--- src/rtl/apb_slave_regfile_if.sv ---
// APB bus bundle between a requester and the apb_slave_regfile completer.
// Signal names follow the S_P* naming used on the NoC slave ports.
interface apb_slave_regfile_if #(
    parameter int DATA_W = 32,
    parameter int ADDR_W = 32
);
    logic                  S_PSEL;
    logic                  S_PENABLE;
    logic                  S_PWRITE;
    logic [ADDR_W-1:0]     S_PADDR;
    logic [DATA_W-1:0]     S_PDATA;
    logic [DATA_W/8-1:0]   S_PSTRB;
    logic [DATA_W-1:0]     S_PRDATA;
    logic                  S_PREADY;
    logic                  S_PSLVERR;

    modport master (
        output S_PSEL, S_PENABLE, S_PWRITE, S_PADDR, S_PDATA, S_PSTRB,
        input  S_PRDATA, S_PREADY, S_PSLVERR
    );

    modport slave (
        input  S_PSEL, S_PENABLE, S_PWRITE, S_PADDR, S_PDATA, S_PSTRB,
        output S_PRDATA, S_PREADY, S_PSLVERR
    );
endinterface

--- src/rtl/apb_slave_regfile.sv ---
// APB completer with a bank of RW registers (byte-strobed writes, per-register
// write pulses) followed by RO status words, fixed wait states and a registered
// response. Optional macro APB_SLV_ERR_EN drives S_PSLVERR on bad accesses;
// without it, bad accesses still never commit and reads of them return 0.
module apb_slave_regfile #(
    parameter int                 DATA_W      = 32,
    parameter int                 ADDR_W      = 32,
    parameter logic [ADDR_W-1:0]  BASE_ADDR   = '0,
    parameter int                 NUM_RW      = 12,
    parameter int                 NUM_RO      = 4,
    parameter int                 WAIT_CYCLES = 0,
    parameter logic [DATA_W-1:0]  RESET_VAL   = '0
) (
    input  logic                                      ACLK,
    input  logic                                      ASW_RESET,
    apb_slave_regfile_if.slave                        s_apb,
    output logic [NUM_RW*DATA_W-1:0]                  reg_q,
    output logic [NUM_RW-1:0]                         wr_pulse,
    input  logic [((NUM_RO > 0) ? NUM_RO : 1)*DATA_W-1:0] ro_in
);
    localparam int STRB_W = DATA_W / 8;
    localparam int LSB    = $clog2(STRB_W);
    localparam int TOTAL  = NUM_RW + NUM_RO;
    localparam int IDX_W  = (TOTAL > 1) ? $clog2(TOTAL) : 1;
    localparam int RO_N   = (NUM_RO > 0) ? NUM_RO : 1;
    localparam logic [ADDR_W-1:0] LSB_MASK = ADDR_W'((1 << LSB) - 1);
    localparam logic [IDX_W:0]    NUM_RW_X = (IDX_W + 1)'(NUM_RW);

    typedef enum logic [1:0] {ST_IDLE, ST_WAIT, ST_READY} state_t;

    state_t              state_q, state_d;
    logic [3:0]          cnt_q, cnt_d;
    logic [IDX_W-1:0]    idx_q, idx_d;
    logic                write_q, write_d;
    logic                err_q, err_d;
    logic [DATA_W-1:0]   wdata_q, wdata_d;
    logic [STRB_W-1:0]   strb_q, strb_d;
    logic [DATA_W-1:0]   rdata_q, rdata_d;
    logic                slverr_q, slverr_d;
    logic                commit;

    logic [ADDR_W-1:0]   off, idx_full;
    logic                live_valid, live_err;
    logic [IDX_W-1:0]    live_idx;
    logic [IDX_W-1:0]    cur_idx;
    logic                cur_write, cur_err;
    logic [DATA_W-1:0]   rd_word;

    logic [DATA_W-1:0]   regs_w   [NUM_RW];
    logic [DATA_W-1:0]   ro_words [RO_N];

    for (genvar gi = 0; gi < RO_N; gi++) begin : g_ro
        assign ro_words[gi] = ro_in[gi*DATA_W +: DATA_W];
    end

    // Address decode of the live bus (used while a setup phase is sampled).
    always_comb begin
        off        = s_apb.S_PADDR - BASE_ADDR;
        idx_full   = off >> LSB;
        live_idx   = idx_full[IDX_W-1:0];
        live_valid = (s_apb.S_PADDR >= BASE_ADDR) &&
                     ((off & LSB_MASK) == '0) &&
                     (idx_full < ADDR_W'(TOTAL));
        live_err   = !live_valid || (s_apb.S_PWRITE && ({1'b0, live_idx} >= NUM_RW_X));
    end

    // Transfer attributes seen on entry to READY: live when coming straight
    // from the setup cycle, captured otherwise.
    always_comb begin
        cur_idx   = idx_q;
        cur_write = write_q;
        cur_err   = err_q;
        if (state_q == ST_IDLE) begin
            cur_idx   = live_idx;
            cur_write = s_apb.S_PWRITE;
            cur_err   = live_err;
        end
    end

    // Read mux over RW registers then RO words.
    always_comb begin
        rd_word = '0;
        for (int i = 0; i < NUM_RW; i++) begin
            if ({1'b0, cur_idx} == (IDX_W + 1)'(i)) rd_word = regs_w[i];
        end
        for (int i = 0; i < NUM_RO; i++) begin
            if ({1'b0, cur_idx} == (IDX_W + 1)'(NUM_RW + i)) rd_word = ro_words[i];
        end
    end

    // Next-state, capture and response logic.
    always_comb begin
        state_d  = state_q;
        cnt_d    = cnt_q;
        idx_d    = idx_q;
        write_d  = write_q;
        err_d    = err_q;
        wdata_d  = wdata_q;
        strb_d   = strb_q;
        rdata_d  = rdata_q;
        slverr_d = slverr_q;
        commit   = 1'b0;
        case (state_q)
            ST_IDLE: begin
                if (s_apb.S_PSEL && !s_apb.S_PENABLE) begin
                    idx_d   = live_idx;
                    write_d = s_apb.S_PWRITE;
                    err_d   = live_err;
                    wdata_d = s_apb.S_PDATA;
                    strb_d  = s_apb.S_PSTRB;
                    cnt_d   = 4'(WAIT_CYCLES);
                    state_d = (WAIT_CYCLES == 0) ? ST_READY : ST_WAIT;
                end
            end
            ST_WAIT: begin
                if (!(s_apb.S_PSEL && s_apb.S_PENABLE)) begin
                    state_d = ST_IDLE;
                end else if (cnt_q == 4'd1) begin
                    state_d = ST_READY;
                end else begin
                    cnt_d = cnt_q - 4'd1;
                end
            end
            ST_READY: begin
                state_d = ST_IDLE;
                commit  = s_apb.S_PSEL && s_apb.S_PENABLE && s_apb.S_PWRITE &&
                          write_q && !err_q;
            end
            default: state_d = ST_IDLE;
        endcase
        if (state_d == ST_READY && state_q != ST_READY) begin
            rdata_d = (cur_write || cur_err) ? '0 : rd_word;
`ifdef APB_SLV_ERR_EN
            slverr_d = cur_err;
`else
            slverr_d = 1'b0;
`endif
        end
    end

    // FSM state, captured transfer and registered response.
    always_ff @(posedge ACLK) begin
        if (ASW_RESET) begin
            state_q  <= ST_IDLE;
            cnt_q    <= '0;
            idx_q    <= '0;
            write_q  <= 1'b0;
            err_q    <= 1'b0;
            wdata_q  <= '0;
            strb_q   <= '0;
            rdata_q  <= '0;
            slverr_q <= 1'b0;
        end else begin
            state_q  <= state_d;
            cnt_q    <= cnt_d;
            idx_q    <= idx_d;
            write_q  <= write_d;
            err_q    <= err_d;
            wdata_q  <= wdata_d;
            strb_q   <= strb_d;
            rdata_q  <= rdata_d;
            slverr_q <= slverr_d;
        end
    end

    for (genvar gi = 0; gi < NUM_RW; gi++) begin : g_rw
        logic [DATA_W-1:0] word_q;
        logic              pulse_q;
        logic              hit;

        assign hit = commit && ({1'b0, idx_q} == (IDX_W + 1)'(gi));

        // Byte-strobed register update and its one-cycle write pulse.
        always_ff @(posedge ACLK) begin
            if (ASW_RESET) begin
                word_q  <= RESET_VAL;
                pulse_q <= 1'b0;
            end else begin
                pulse_q <= hit;
                if (hit) begin
                    for (int b = 0; b < STRB_W; b++) begin
                        if (strb_q[b]) word_q[b*8 +: 8] <= wdata_q[b*8 +: 8];
                    end
                end
            end
        end

        assign regs_w[gi]                    = word_q;
        assign reg_q[gi*DATA_W +: DATA_W]    = word_q;
        assign wr_pulse[gi]                  = pulse_q;
    end

    assign s_apb.S_PREADY  = (state_q == ST_READY);
    assign s_apb.S_PRDATA  = rdata_q;
    assign s_apb.S_PSLVERR = slverr_q;
endmodule

--- src/flat_wrapper.sv ---
// flat-port wrapper written by rule: the top's interface ports become plain ports
module apb_slave_regfile_flat 
#(
    parameter int                 DATA_W      = 32,
    parameter int                 ADDR_W      = 32,
    parameter logic [ADDR_W-1:0]  BASE_ADDR   = '0,
    parameter int                 NUM_RW      = 12,
    parameter int                 NUM_RO      = 4,
    parameter int                 WAIT_CYCLES = 0,
    parameter logic [DATA_W-1:0]  RESET_VAL   = '0
)
  (ACLK, ASW_RESET, reg_q, wr_pulse, ro_in, s_apb_S_PSEL, s_apb_S_PENABLE, s_apb_S_PWRITE, s_apb_S_PADDR, s_apb_S_PDATA, s_apb_S_PSTRB, s_apb_S_PRDATA, s_apb_S_PREADY, s_apb_S_PSLVERR);
  apb_slave_regfile_if #(.DATA_W(DATA_W), .ADDR_W(ADDR_W)) s_apb_i ();
  input  logic ACLK;
  input  logic ASW_RESET;
  output logic [NUM_RW*DATA_W-1:0] reg_q;
  output logic [NUM_RW-1:0] wr_pulse;
  input  logic [((NUM_RO > 0) ? NUM_RO : 1)*DATA_W-1:0] ro_in;
  input wire logic [$bits(s_apb_i.S_PSEL)-1:0] s_apb_S_PSEL;
  input wire logic [$bits(s_apb_i.S_PENABLE)-1:0] s_apb_S_PENABLE;
  input wire logic [$bits(s_apb_i.S_PWRITE)-1:0] s_apb_S_PWRITE;
  input wire logic [$bits(s_apb_i.S_PADDR)-1:0] s_apb_S_PADDR;
  input wire logic [$bits(s_apb_i.S_PDATA)-1:0] s_apb_S_PDATA;
  input wire logic [$bits(s_apb_i.S_PSTRB)-1:0] s_apb_S_PSTRB;
  output wire logic [$bits(s_apb_i.S_PRDATA)-1:0] s_apb_S_PRDATA;
  output wire logic [$bits(s_apb_i.S_PREADY)-1:0] s_apb_S_PREADY;
  output wire logic [$bits(s_apb_i.S_PSLVERR)-1:0] s_apb_S_PSLVERR;
  assign s_apb_i.S_PSEL = s_apb_S_PSEL;
  assign s_apb_i.S_PENABLE = s_apb_S_PENABLE;
  assign s_apb_i.S_PWRITE = s_apb_S_PWRITE;
  assign s_apb_i.S_PADDR = s_apb_S_PADDR;
  assign s_apb_i.S_PDATA = s_apb_S_PDATA;
  assign s_apb_i.S_PSTRB = s_apb_S_PSTRB;
  assign s_apb_S_PRDATA = s_apb_i.S_PRDATA;
  assign s_apb_S_PREADY = s_apb_i.S_PREADY;
  assign s_apb_S_PSLVERR = s_apb_i.S_PSLVERR;
  apb_slave_regfile #(.DATA_W(DATA_W), .ADDR_W(ADDR_W), .BASE_ADDR(BASE_ADDR), .NUM_RW(NUM_RW), .NUM_RO(NUM_RO), .WAIT_CYCLES(WAIT_CYCLES), .RESET_VAL(RESET_VAL)) u_core (.ACLK(ACLK), .ASW_RESET(ASW_RESET), .s_apb(s_apb_i), .reg_q(reg_q), .wr_pulse(wr_pulse), .ro_in(ro_in));
endmodule
--- config.mk ---
export PLATFORM = sky130hd
export DESIGN_NAME = apb_slave_regfile_flat
export DESIGN_NICKNAME = d
export VERILOG_FILES = /design/src/rtl/apb_slave_regfile_if.sv /design/src/rtl/apb_slave_regfile.sv /design/src/flat_wrapper.sv
export SDC_FILE = /design/constraint.sdc
export NUM_CORES = 1
export LEC_CHECK = 0
export BUFFER_PORTS_ARGS = -buffer_cell sky130_fd_sc_hd__buf_2
export CAP_MARGIN = 20
export CORE_ASPECT_RATIO = 1.4
export CORE_MARGIN = 2
export CORE_UTILIZATION = 30
export CTS_CLUSTER_DIAMETER = 100
export DETAILED_ROUTE_END_ITERATION = 7
export HOLD_SLACK_MARGIN = 0.12
export MAX_ROUTING_LAYER = met4
export PLACE_DENSITY_LB_ADDON = 0.25
export SYNTH_ARGS = -nofsm -noshare
export SYNTH_HDL_FRONTEND = slang
export SYNTH_SLANG_ARGS = --single-unit
--- constraint.sdc ---
create_clock -name ACLK -period 2.7 [get_ports ACLK]
set_input_delay 0.135 -clock ACLK [delete_from_list [all_inputs] [get_ports ACLK]]
set_output_delay 0.135 -clock ACLK [all_outputs]
set_load 0.01 [all_outputs]
==> results of run 1 <==
[flip-flops by register name (all words and copies together) (netlist names), 2 cells and up]
register               count
u_core.cnt_q               4
u_core.strb_q              4
u_core.idx_q               4
u_core.g_rw.word_q       384
u_core.state_q             2
u_core.wdata_q            32
u_core.g_rw.pulse_q       12
u_core.s_apb.S_PRDATA     32
[cells by family (layout without fill, tap and decap cells)]
group | count (synthesis) | count (layout) | share of synthesized area (%)
muxes | 17 | 17 | 0.858
adders and majority gates | 2 | 2 | 0.119
AOI/OAI and AO/OA | 834 | 834 | 23.9
DFF | 476 | 476 | 45.4
xor gates and xnor gates | 2 | 2 | 0.0834
and+or+nand+nor | 1249 | 1249 | 24.7
other | 1 | 2 | 0.0178
buffers and inverters | 244 | 1163 | 5.02
[what timing repair did]
action,4_1_cts,5_1_grt
setup endpoints to repair,29,57
pin swaps,11,18
cloned,0,1
gates resized for setup,51,49
hold endpoints to repair,153,0
hold buffers,166,0
setup buffers,8,10
[final timing paths]
check	from	end	slack [ns]	cells past startpoint
setup / recovery	u_core.state_q[0]$_SDFF_PP0_	u_core.s_apb.S_PRDATA[0]$_SDFFE_PP0P_	0.008	12
hold / removal	ro_in[25]	u_core.s_apb.S_PRDATA[25]$_SDFFE_PP0P_	0.14	5
setup reg to reg	u_core.state_q[0]$_SDFF_PP0_	u_core.s_apb.S_PRDATA[0]$_SDFFE_PP0P_	0.008	12
hold reg to reg	u_core.s_apb.S_PRDATA[16]$_SDFFE_PP0P_	u_core.s_apb.S_PRDATA[16]$_SDFFE_PP0P_	0.46	2
[power by group through the flow]
stage | registers, mW | logic (mW) | clock network [mW]
global route | 7.20 | 1.61 | 7.92
floorplan | 7.23 | 0.549 | 0
finish | 7.21 | 1.55 | 7.61
detailed placement | 7.36 | 1.25 | 0
global placement | 7.36 | 1.26 | 0
CTS | 7.20 | 1.47 | 7.66
[per-layer routing]
layer,vias to the layer above,track usage (%),wire (um)
met5,-,-,0
met4,0,20.8,9500
met3,377,5.76,9570
met2,1426,60.7,64500
met1,12600,40.9,49200
li1,11500,-,-
[tightest hold or removal path: cells and delay by family]
family	cells	cell delay, ns
simple gates	1	0.09
compound gates	3	0.36
buf+inv	1	0.11
[cell type report]
| cell class | instances | share of cell area, % |
|---|---|---|
| Clock inverter | 22 | 0.876 |
| Antenna cell | 1 | 0.00823 |
| Tap cell | 928 | 3.82 |
| Inverter | 3 | 0.0370 |
| Timing Repair Buffer | 1067 | 23.4 |
| Multi-Input combinational cell | 2105 | 35.5 |
| Sequential cell | 476 | 31.3 |
| Clock buffer | 71 | 4.97 |
[stage by stage]
step / setup WS, ns / instances / TNS (ns) / cell area, sq um
4_1_cts: 0.00677 / 4661 / 0 / 30100
5_1_grt: -0.0655 / 4673 / -0.0855 / 30400
3_5_place_dp: -0.531 / 4396 / -3.78 / 26500
3_3_place_gp: -0.964 / 4395 / -4.41 / 26500
2_1_floorplan: 0.488 / 2825 / 0 / 21000
6_report: 0.00777 / 4673 / 0 / 30400
[cell usage in the layout, fill, tap and decap left out, drive strengths merged, types with 5 or more instances in the layout]
cell type and n:
clkbuf 72, nor4b 5, buf 900, a221oi 24, nand3 43, dlygate4sd3 165, nor2b 10, and2 47
o2111ai 10, o221ai 30, nor3 22, a211oi 6, o21a 8, bufinv 5, mux2i 9, a31oi 8
o21ai 78, dfxtp 476, nand4 14, a21oi 502, nor2 78, a2111oi 10, a22o 12, a222oi 22
inv 5, nor4 16, clkinv 14, a21o 7, mux2 8, a22oi 67, and3 13, nand2 981
o22ai 14, o211ai 8
==> flow_summary.yaml, run 1 <==
worst_setup_path:
  cp_data_arrival_time_ns: 3.20
  critPathKind: "register to register"
  start_kind: "register"
  cp_top_family: "buffers and inverters"
  crit_path_end_kind: "register"
  critical-path-top-cell-by-count: "buf_4"
  cp_num_buf_inv: 5
  cp_max_fo: 12
  path_cells: "buf_12, nor3_1, nor2_2, buf_12, buf_4, nand2_1, a21oi_1, buf_4, o21ai_0, buf_4, and3_1, o21ai_1"
  worst_path_max_delay_cell: "nor3_1"
  cp.required_ns: 3.20
  cpPeakStageDelay_ns: 0.38
run:
  cap_violations: 0
logic_synthesis:
  netlist_top_cells_count: "nand2_1 (979), a21oi_1 (501), dfxtp_1 (476)"
  async_reset_ff_share_pct: 0
  synth_top_area_cell: "dfxtp_1"
  synth_edf_count: 0
  netlist_instances: 2825
  yosys.cell_types.count: 79
  ys_ff_latch: 476
  ys.flop_type: "dfxtp_1"
  synth_warnings: 0
  avgSynthCellArea_sq_um: 7.44
  yosysSeqAreaShare_pct: 45.4
  synth_most_common_cell: "nand2_1"
  netlist_area_sq_um: 21000
  synth_top_area_share_pct: 45.4
  syn_nets: 3028
  synthTopCellsByArea: "dfxtp_1 (45%), nand2_1 (17%), a21oi_1 (12%)"
floorplanning:
  core-area_sq_um: 69200
  rows: 114
  die-area_sq_um: 72200
  io_pins: 631
  dieWidth_um: 228
  initial_core_util_pct: 30.4
  die_y_um: 317
drt:
  dr.pass1.iters: 8
  drt_iter0_markers: 2792
  wl_per_cell_um: 28.4
  vias: 26000
  final_antenna_net_count: 0
  postRouteWirelength_um: 133000
  drc: 0
  drt-vias-per-instance: 5.55
clocking:
  cts_tree: "built"
  htreeDepth: 2
  cts_buffer_depth: 3
  cts.clk_slew.worst_paths_ns: 0.07
  cts_num_sinks: 476
  cts_root_buffer: "clkbuf_16"
  worstSkewPairLatency_ns: 0.63
  cts_buffers: 51
sta:
  whs_ns: 0.136
  clock.fmax_ghz: 0.371
  grt_setup_unrepaired: "yes"
  period_needed_ns: 2.69
  finalCritPeriodShare_pct: 99.7
  finClkSkew_ns: 0.0389
  report.final.hold_viol_count: 0
  worst_pin_slew_ns: 1.08
  setup_viol: 0
  slew_viol_final: 0
  slew-limit-headroom_pct: 28.1
outcome:
  status: "finished clean"
power:
  p_leak_nw: 12.2
  pwr-share-seq_pct: 44.0
  p_int_mw: 12.1
  p_sw_mw: 4.25
  peakVddDrop_uv: 433
  clkPwrFrac_pct: 46.5
  power.density_nw_per_um2: 538
  power_mw: 16.4
  netSwitchingFraction_pct: 26.0
  combinationalPowerShare_pct: 9.5
placement:
  dpl.hpwl_um: 104000
  io_buffer_count: 629
  gp_congestion: 1.05
layout:
  nNetsFinal: 3907
  fillers: 7117
  seq_area_sq_um: 9540
  area_growth_pct: 44.8
  multi_input_area_sq_um: 10800
  drive_gt1_share_pct: 28.8
  final_util_pct: 44.0
grt:
  grt_max_degree: 178
  grt-ovfl-total: 0
  grt_util_all_layers_pct: 36.2
  antenna_found_initial: 2
  grt_pass1_wl_um: 180000
  grt_pass1_vias: 24100
hold_path:
  min_path_type: "primary input to register"
(Power assumes the default switching activity.)
==> inputs of run 2 (changes only) <==
Clock period 2.7 ns to 2.9 ns, I/O delays scaled along.
==> flow_summary.yaml, run 2 (same netlist as run 1, synthesis figures left out) <==
clocking:
  cts_buffers: 51
  htreeDepth: 2
  worstSkewPairLatency_ns: 0.62
  cts_num_sinks: 476
  cts.clk_slew.worst_paths_ns: 0.07
  cts_buffer_depth: 3
  cts_tree: "built"
  cts_root_buffer: "clkbuf_16"
  post_cts_buffers: 0
floorplanning:
  die_y_um: 317
  dieWidth_um: 228
  rows: 114
  core-area_sq_um: 69200
  die-area_sq_um: 72200
  io_pins: 631
  initial_core_util_pct: 30.4
layout:
  fillers: 7114
  fin_area_sq_um: 29400
  fin_cells: 4583
  area_growth_pct: 39.9
  nNetsFinal: 3817
  final_common_cell: "nand2_1"
  final_cell_mix: "nand2_1 (978), buf_2 (629), a21oi_1 (498)"
  multi_input_area_sq_um: 10600
  seq_area_sq_um: 9530
  drive_gt1_share_pct: 26.4
  largest_register_ffs: 384
  regMostFlops: "u_core.g_rw.word_q"
sta:
  setup_viol: 0
  report.final.hold_viol_count: 0
  slew_viol_final: 0
  whs_ns: 0.129
  worst_pin_slew_ns: 1.09
  tns_ns: 0
  finalCritPeriodShare_pct: 98.9
  finClkSkew_ns: 0.0188
  clock.fmax_ghz: 0.349
  slew-limit-headroom_pct: 27.4
  period_needed_ns: 2.87
drt:
  drt_iter0_markers: 2780
  dr.pass1.iters: 6
  drt-vias-per-instance: 5.59
  postRouteWirelength_um: 130000
  drc: 0
  final_antenna_net_count: 0
  wl_per_cell_um: 28.5
  vias: 25600
power:
  pwr-share-seq_pct: 44.2
  clkPwrFrac_pct: 47.3
  combinationalPowerShare_pct: 8.5
  p_int_mw: 11.3
  peakVddDrop_uv: 445
  power_mw: 15.2
  power.density_nw_per_um2: 517
  p_leak_nw: 11.7
  netSwitchingFraction_pct: 25.3
  p_sw_mw: 3.85
worst_setup_path:
  timing.rr.start: "u_core.state_q[0]$_SDFF_PP0_"
  cp.required_ns: 3.41
  critPathKind: "register to register"
  crit_path_end_kind: "register"
  rr_worst_depth: 9
  worstSetupStartpoint: "u_core.state_q[0]$_SDFF_PP0_"
  cp_data_arrival_time_ns: 3.38
  cp_max_fo: 8
  rrSetupSlack_ns: 0.03
  start_kind: "register"
  r2r-end: "u_core.s_apb.S_PRDATA[8]$_SDFFE_PP0P_"
  endpoint: "u_core.s_apb.S_PRDATA[8]$_SDFFE_PP0P_"
run:
  cap_violations: 0
grt:
  grt_util_all_layers_pct: 35.7
  grt-ovfl-total: 0
  grt_pass1_wl_um: 178000
  grt_max_degree: 161
  grt_pass1_vias: 23700
  antenna_found_initial: 4
placement:
  placed_cell_area_sq_um: 26000
  dpl.hpwl_um: 102000
  placed_cells: 4338
  gp_congestion: 1.02
  io_buffer_count: 629
outcome:
  status: "finished clean"
hold_path:
  min_path_type: "primary input to register"
## run 2: stage by stage
stage	setup slack [ns]	util, %
after floorplan	0.688	-
final	0.0310	42.5
after detailed placement	-0.260	37.6
after CTS	-0.00260	42.4
after global routing	-0.0178	42.5
after global placement	-0.366	37.6
## run 2: critical path, stage by stage (launching register included)
cell,delay (ns)
dfxtp_1,0.35
or2_1,0.32
buf_4,0.20
a21o_4,0.30
buf_4,0.20
a222oi_1,0.40
a21oi_1,0.29
nor3_1,0.34
o21ai_0,0.17
a21o_1,0.20
## run 2: how the worst min path moves through the flow
stage / start / endpoint / slack [ns] / cells past startpoint
after CTS: ro_in[22] / u_core.s_apb.S_PRDATA[22]$_SDFFE_PP0P_ / 0.13 / 6
after detailed placement: ro_in[126] / u_core.s_apb.S_PRDATA[30]$_SDFFE_PP0P_ / 0.38 / 3
after global routing: ro_in[77] / u_core.s_apb.S_PRDATA[13]$_SDFFE_PP0P_ / 0.15 / 5
after floorplan: ASW_RESET / u_core.state_q[1]$_SDFF_PP0_ / 0.24 / 1
final: ro_in[28] / u_core.s_apb.S_PRDATA[28]$_SDFFE_PP0P_ / 0.13 / 5
after global placement: ro_in[126] / u_core.s_apb.S_PRDATA[30]$_SDFFE_PP0P_ / 0.38 / 3
## run 2: what timing repair did
action / in CTS / in global routing
endpoints found under the hold margin: 104 / 0
pin swaps: 2 / 1
resized for setup: 15 / 8
hold buffers: 151 / 0
setup endpoints to repair: 14 / 16
## run 2: final cells by class
type / instances / area share [%]
flip-flops and latches: 476 / 32.4
well taps: 928 / 3.95
clock buffers: 68 / 4.87
repair buffers: 977 / 21.6
multi-input cells: 2105 / 35.9
clock inverters: 22 / 1.16
diodes: 4 / 0.0341
inverters: 3 / 0.0383
## run 2: routing by layer
layer  track usage, %  vias up  share of wire [%]
met5                -        -                  0
met4             21.3        0                7.4
met3             5.67      377                7.6
met2             59.0     1515                 48
met1             40.6    12400                 37
li1                 -    11400                  -
## run 2: power by group through the flow
stage                     Combinational, mW  Clock, mW  Sequential (mW)
after global placement                 1.09          0             6.86
after global routing                   1.34       7.47             6.72
final                                  1.28       7.19             6.72
after CTS                              1.25       7.23             6.72
after floorplan                       0.511          0             6.74
after detailed placement               1.09          0             6.86
